**config.mk**
```make
export PLATFORM = sky130hd
export DESIGN_NAME = uart_tx_arbiter
export DESIGN_NICKNAME = d
export VERILOG_FILES = /design/src/rtl/uart_pkg.sv /design/src/rtl/uart_tx_arbiter_rr_pick.sv /design/src/rtl/uart_tx_arbiter.sv
export SDC_FILE = /design/constraint.sdc
export NUM_CORES = 1
export LEC_CHECK = 0
export BUFFER_PORTS_ARGS = -buffer_cell sky130_fd_sc_hd__buf_2
export CORE_MARGIN = 5
export CORE_UTILIZATION = 51
export DETAILED_ROUTE_END_ITERATION = 6
export PLACE_DENSITY_LB_ADDON = 0.12
export SYNTH_ARGS = -nofsm -noshare
export SYNTH_HDL_FRONTEND = slang
export SYNTH_SLANG_ARGS = --single-unit
```
**constraint.sdc**
```tcl
create_clock -name clk -period 2.2 [get_ports clk]
set_input_delay 0.33 -clock clk [delete_from_list [all_inputs] [get_ports clk]]
set_output_delay 0.33 -clock clk [all_outputs]
set_load 0.05 [all_outputs]
```
**src/rtl/uart_pkg.sv**
```systemverilog
// Shared definitions for the UART transmit path: arbiter state encoding,
// byte width and the log2 helper used to size counters.
package uart_pkg;

    typedef enum logic {
        IDLE = 1'b0,
        WAIT = 1'b1
    } arb_state_t;

    localparam int UART_BYTE_W = 8;

    // Ceiling log2; returns 0 for v <= 1, so callers clamp to at least one bit.
    function automatic int clog2(input longint v);
        int r;
        r = 0;
        while ((longint'(1) << r) < v) begin
            r = r + 1;
        end
        return r;
    endfunction

endpackage

```
**src/rtl/uart_tx_arbiter_rr_pick.sv**
```systemverilog
// Combinational round-robin picker: first set request at or after ptr,
// wrapping modulo N_REQ, reported both one-hot and as an index.
module rr_pick #(
    parameter int N_REQ = 4,
    parameter int PW    = 2
) (
    input  logic [N_REQ-1:0] req,
    input  logic [PW-1:0]    ptr,
    output logic [N_REQ-1:0] win,
    output logic [PW-1:0]    win_idx
);

    // Scan offsets from farthest to nearest so the nearest set request wins.
    always_comb begin
        win_idx = '0;
        for (int k = N_REQ - 1; k >= 0; k--) begin
            if (req[(int'(ptr) + k) % N_REQ]) begin
                win_idx = PW'((int'(ptr) + k) % N_REQ);
            end
        end
    end

    // win_idx defaults to 0 when nothing is pending, and req[0] is then low.
    genvar gi;
    generate
        for (gi = 0; gi < N_REQ; gi++) begin : g_win
            assign win[gi] = req[gi] && (win_idx == PW'(gi));
        end
    endgenerate

endmodule

```
**src/rtl/uart_tx_arbiter.sv**
```systemverilog
// Round-robin arbiter sharing one UART sender among N_REQ byte producers,
// with per-requester capture/completion strobes and a no-ack watchdog.
module uart_tx_arbiter
    import uart_pkg::*;
#(
    parameter int N_REQ   = 4,
    parameter int TIMEOUT = 65535
) (
    input  logic                           clk,
    input  logic                           clr,
    input  logic [N_REQ-1:0]               req,
    input  logic [UART_BYTE_W*N_REQ-1:0]   data,
    output logic [N_REQ-1:0]               gnt,
    output logic [N_REQ-1:0]               done,
    output logic                           busy,
    output logic                           timeout_err,
    output logic                           snd_req,
    output logic [UART_BYTE_W-1:0]         snd_data,
    input  logic                           snd_ack
);

    localparam int PW = (N_REQ > 1) ? clog2(N_REQ) : 1;
    localparam int TW = (clog2(TIMEOUT + 1) > 0) ? clog2(TIMEOUT + 1) : 1;

    arb_state_t             state_reg, state_next;
    logic [PW-1:0]          ptr_reg, ptr_next;
    logic [PW-1:0]          cur_reg, cur_next;
    logic [TW-1:0]          timer_reg, timer_next;
    logic [N_REQ-1:0]       gnt_reg, gnt_next;
    logic [N_REQ-1:0]       done_reg, done_next;
    logic                   terr_reg, terr_next;
    logic                   snd_req_reg, snd_req_next;
    logic [UART_BYTE_W-1:0] snd_data_reg, snd_data_next;

    logic [N_REQ-1:0]       win;
    logic [PW-1:0]          win_idx;
    logic [N_REQ-1:0]       cur_oh;
    logic [PW-1:0]          ptr_adv;

    rr_pick #(
        .N_REQ (N_REQ),
        .PW    (PW)
    ) u_pick (
        .req     (req),
        .ptr     (ptr_reg),
        .win     (win),
        .win_idx (win_idx)
    );

    genvar gi;
    generate
        for (gi = 0; gi < N_REQ; gi++) begin : g_cur_oh
            assign cur_oh[gi] = (cur_reg == PW'(gi));
        end
    endgenerate

    // Priority moves just past the requester that was last served.
    assign ptr_adv = (cur_reg == PW'(N_REQ - 1)) ? '0 : cur_reg + PW'(1);

    always_comb begin
        state_next    = state_reg;
        ptr_next      = ptr_reg;
        cur_next      = cur_reg;
        timer_next    = timer_reg;
        gnt_next      = '0;
        done_next     = '0;
        terr_next     = 1'b0;
        snd_req_next  = 1'b0;
        snd_data_next = snd_data_reg;
        case (state_reg)
            IDLE: begin
                if (|req) begin
                    cur_next      = win_idx;
                    snd_data_next = data[win_idx*UART_BYTE_W +: UART_BYTE_W];
                    gnt_next      = win;
                    snd_req_next  = 1'b1;
                    timer_next    = '0;
                    state_next    = WAIT;
                end
            end
            WAIT: begin
                if (snd_ack) begin
                    done_next  = cur_oh;
                    ptr_next   = ptr_adv;
                    state_next = IDLE;
                end else if ((TIMEOUT != 0) && (timer_reg == TW'(TIMEOUT - 1))) begin
                    terr_next  = 1'b1;
                    ptr_next   = ptr_adv;
                    state_next = IDLE;
                end else if (timer_reg != {TW{1'b1}}) begin
                    // Saturate so a disabled watchdog never sees the timer wrap.
                    timer_next = timer_reg + TW'(1);
                end
            end
            default: state_next = IDLE;
        endcase
    end

    always_ff @(posedge clk) begin
        if (clr) begin
            state_reg    <= IDLE;
            ptr_reg      <= '0;
            cur_reg      <= '0;
            timer_reg    <= '0;
            gnt_reg      <= '0;
            done_reg     <= '0;
            terr_reg     <= 1'b0;
            snd_req_reg  <= 1'b0;
            snd_data_reg <= '0;
        end else begin
            state_reg    <= state_next;
            ptr_reg      <= ptr_next;
            cur_reg      <= cur_next;
            timer_reg    <= timer_next;
            gnt_reg      <= gnt_next;
            done_reg     <= done_next;
            terr_reg     <= terr_next;
            snd_req_reg  <= snd_req_next;
            snd_data_reg <= snd_data_next;
        end
    end

    assign gnt         = gnt_reg;
    assign done        = done_reg;
    assign busy        = (state_reg != IDLE);
    assign timeout_err = terr_reg;
    assign snd_req     = snd_req_reg;
    assign snd_data    = snd_data_reg;

endmodule
```
==> results.toml <==
[layout]
final_common_cell = "buf_2"
largest_register_ff_count = 16
syn_to_final_growth_pct = 24.4
drive_above_1_share_pct = 27.7
nets = 329
layout_common_cells = "buf_2 (57), dfxtp_1 (39), nand2_1 (25), nor2_1 (25), mux2i_1 (21)"
diodes = 0

[setup_path]
crit_arrival_ns = 2.16
end_kind = "flop"
required_ns = 2.43
critPathMaxFanout = 6
worstSetupStartpointType = "flop"
criticalPathCategory = "flop to flop"

[yosys]
yosysWarnings = 0
synthesis.instances = 221
yosys.area_share.xor_xnor_pct = 3.58
async_flop_share_pct = 0
synth_nets = 266
synth_edf_count = 0
avgSynthCellArea_sq_um = 8.85
synth.mux.area_fraction_pct = 10.7
yosysUniqueCellTypes = 36
synth_top_area_share_pct = 39.9
synthTopCellsByArea = "dfxtp_1 (40%), mux2i_1 (11%), nand2_1 (4.8%), nor2_1 (4.8%), ha_1 (3.8%)"
synth_top_family_by_area = "simple AND/OR/NAND/NOR gates"
netlist_area_sq_um = 1960
synth_top_area_cell = "dfxtp_1"
synth_adder_area_share_pct = 3.84
ys_seq_area_share_pct = 39.9
synth_simple_gate_area_share_pct = 25.8
synth_compound_area_share_pct = 13.0
synthFlopType = "dfxtp_1"
yosys_register_bits = 39

[global_routing]
grt_pass1_vias = 1728
antenna_found_initial = 0
grt_overflow = 0
grtUsageMet1_pct = 23.6
grt.busiest_layer = "met2"
grt_use_total_pct = 18.1
met3_usage_pct = 6.09
grt_pass1_wl_microns = 7510
grt_max_degree = 22
grt_util_met2_pct = 27.8

[clock_tree]
clockBufferDepth = 2
cts_made_buffers = 5
cts_resized = 0
cts_hold_buf = 0
cts.sinks = 39
cts_tree = "built"
root_buffer = "clkbuf_8"
h-tree-depth = 2
post_cts_buffers = 0
clk_latency_ns = 0.29
clk_pin_slew_ns = 0.07

[floorplanning]
dieArea_sq_um = 5180
die_x_microns = 71.9
core-area_sq_um = 3690
rows = 22
die_h_microns = 71.9
initial_core_util_pct = 53.1
ios = 58

[route]
drc = 0
vias = 1790
routed_wirelength_microns = 4350
firstDrtPassIters = 4
drt_iter0_markers = 95
postRouteAntennaNets = 0
detail_route.wl_per_cell_microns = 13.0
vias_per_cell = 5.38

[status]
status = "finished, final reports clean"

[timing]
final.setup.tns_ns = 0
whs_ns = 0.305
hold_violations = 0
drv_slew = 0
worst_slew_pin_slew_ns = 0.509
period_needed_ns = 1.93
post-route-period-util_pct = 87.9
slew-limit-headroom_pct = 65.2
fmaxAchievable_mhz = 517
clock_skew_ns = 0.00338
rsz0062_at_grt = "false"
setup_viol_count_final = 0

[power_and_ir_drop]
max-vdd-ir-drop_uv = 390
leakagePower_nw = 1.05
power_density_nw_per_um2 = 650

[placed_design]
place_hpwl_microns = 3320
gp_congestion = 0.785
portBuffers = 57

[run]
drv_cap = 0

[hold_path]
hp-class = "input port to flop"
## worst paths after layout
check | start | endpoint | slack, ns | cells after the start
setup / recovery | timer_reg[11]$_SDFFE_PP0P_ | ptr_reg[0]$_SDFFE_PP0P_ | 0.27 | 5
hold / removal | req[2] | gnt[2]$_SDFF_PP0_ | 0.31 | 3
setup reg to reg | timer_reg[11]$_SDFFE_PP0P_ | ptr_reg[0]$_SDFFE_PP0P_ | 0.27 | 5
hold reg to reg | snd_data[3]$_SDFFE_PP0P_ | snd_data[3]$_SDFFE_PP0P_ | 0.47 | 2
## where the power goes
part | switching (W) | internal [W]
Sequential | 0.0000201 | 0.000737
Clock | 0.000244 | 0.000285
Combinational | 0.000193 | 0.000106
## area by class of cell
cell class / count / area [sq um]
clock buffers: 7 / 96.3
clock inverters: 1 / 7.51
fillers: 328 / 1250
inverters: 6 / 22.5
multi-input cells: 167 / 1120
flip-flops and latches: 39 / 781
well taps: 48 / 60.1
repair buffers: 65 / 345
## critical path: stages (launching register included)
cell	delay (ns)
dfxtp_1	0.44
nand4_4	0.18
nor4_1	0.51
o21ai_0	0.25
or3_1	0.35
a21oi_1	0.14
## layer usage
| layer | share of wire [%] | vias up |
|---|---|---|
| met5 | 0 | - |
| met4 | 1.4 | 0 |
| met3 | 7.5 | 6 |
| met2 | 45 | 60 |
| met1 | 46 | 804 |
| li1 | - | 920 |
## cell families after synthesis
kind of cell               after synthesis
adders and majority gates                6
AOI/OAI and AO/OA                       35
muxes                                   21
and+or+nand+nor                         97
buffers and inverters                   15
DFF                                     39
xor gates and xnor gates                 8
## synthesized netlist by cell type (all sizes together) (2+ instances only)
| cell | number |
|---|---|
| a2111oi | 2 |
| a21oi | 10 |
| a31oi | 3 |
| a41o | 2 |
| and2 | 5 |
| and3 | 6 |
| buf | 3 |
| clkbuf | 6 |
| dfxtp | 39 |
| ha | 6 |
| inv | 6 |
| mux2i | 21 |
| nand2 | 26 |
| nand2b | 4 |
| nand3 | 7 |
| nand4 | 5 |
| nor2 | 25 |
| nor3 | 6 |
| nor3b | 4 |
| nor4 | 4 |
| o21ai | 5 |
| o221ai | 8 |
| xnor2 | 8 |
## metrics by stage
| stage | cells | power (W) | worst slack [ns] | area, sq um | utilization (%) |
|---|---|---|---|---|---|
| 6_report | 333 | 0.00158 | 0.267 | 2430 | 66.0 |
| 5_1_grt | 333 | 0.00166 | 0.151 | 2430 | 66.0 |
| 4_1_cts | 333 | 0.00161 | 0.265 | 2430 | 66.0 |
| 3_5_place_dp | 325 | 0.00107 | 0.255 | 2330 | 63.2 |
| 3_3_place_gp | 325 | 0.00107 | 0.252 | 2330 | 63.2 |
| 2_1_floorplan | 221 | 0.000975 | 0.340 | 1960 | - |
(Power assumes the default switching activity.)
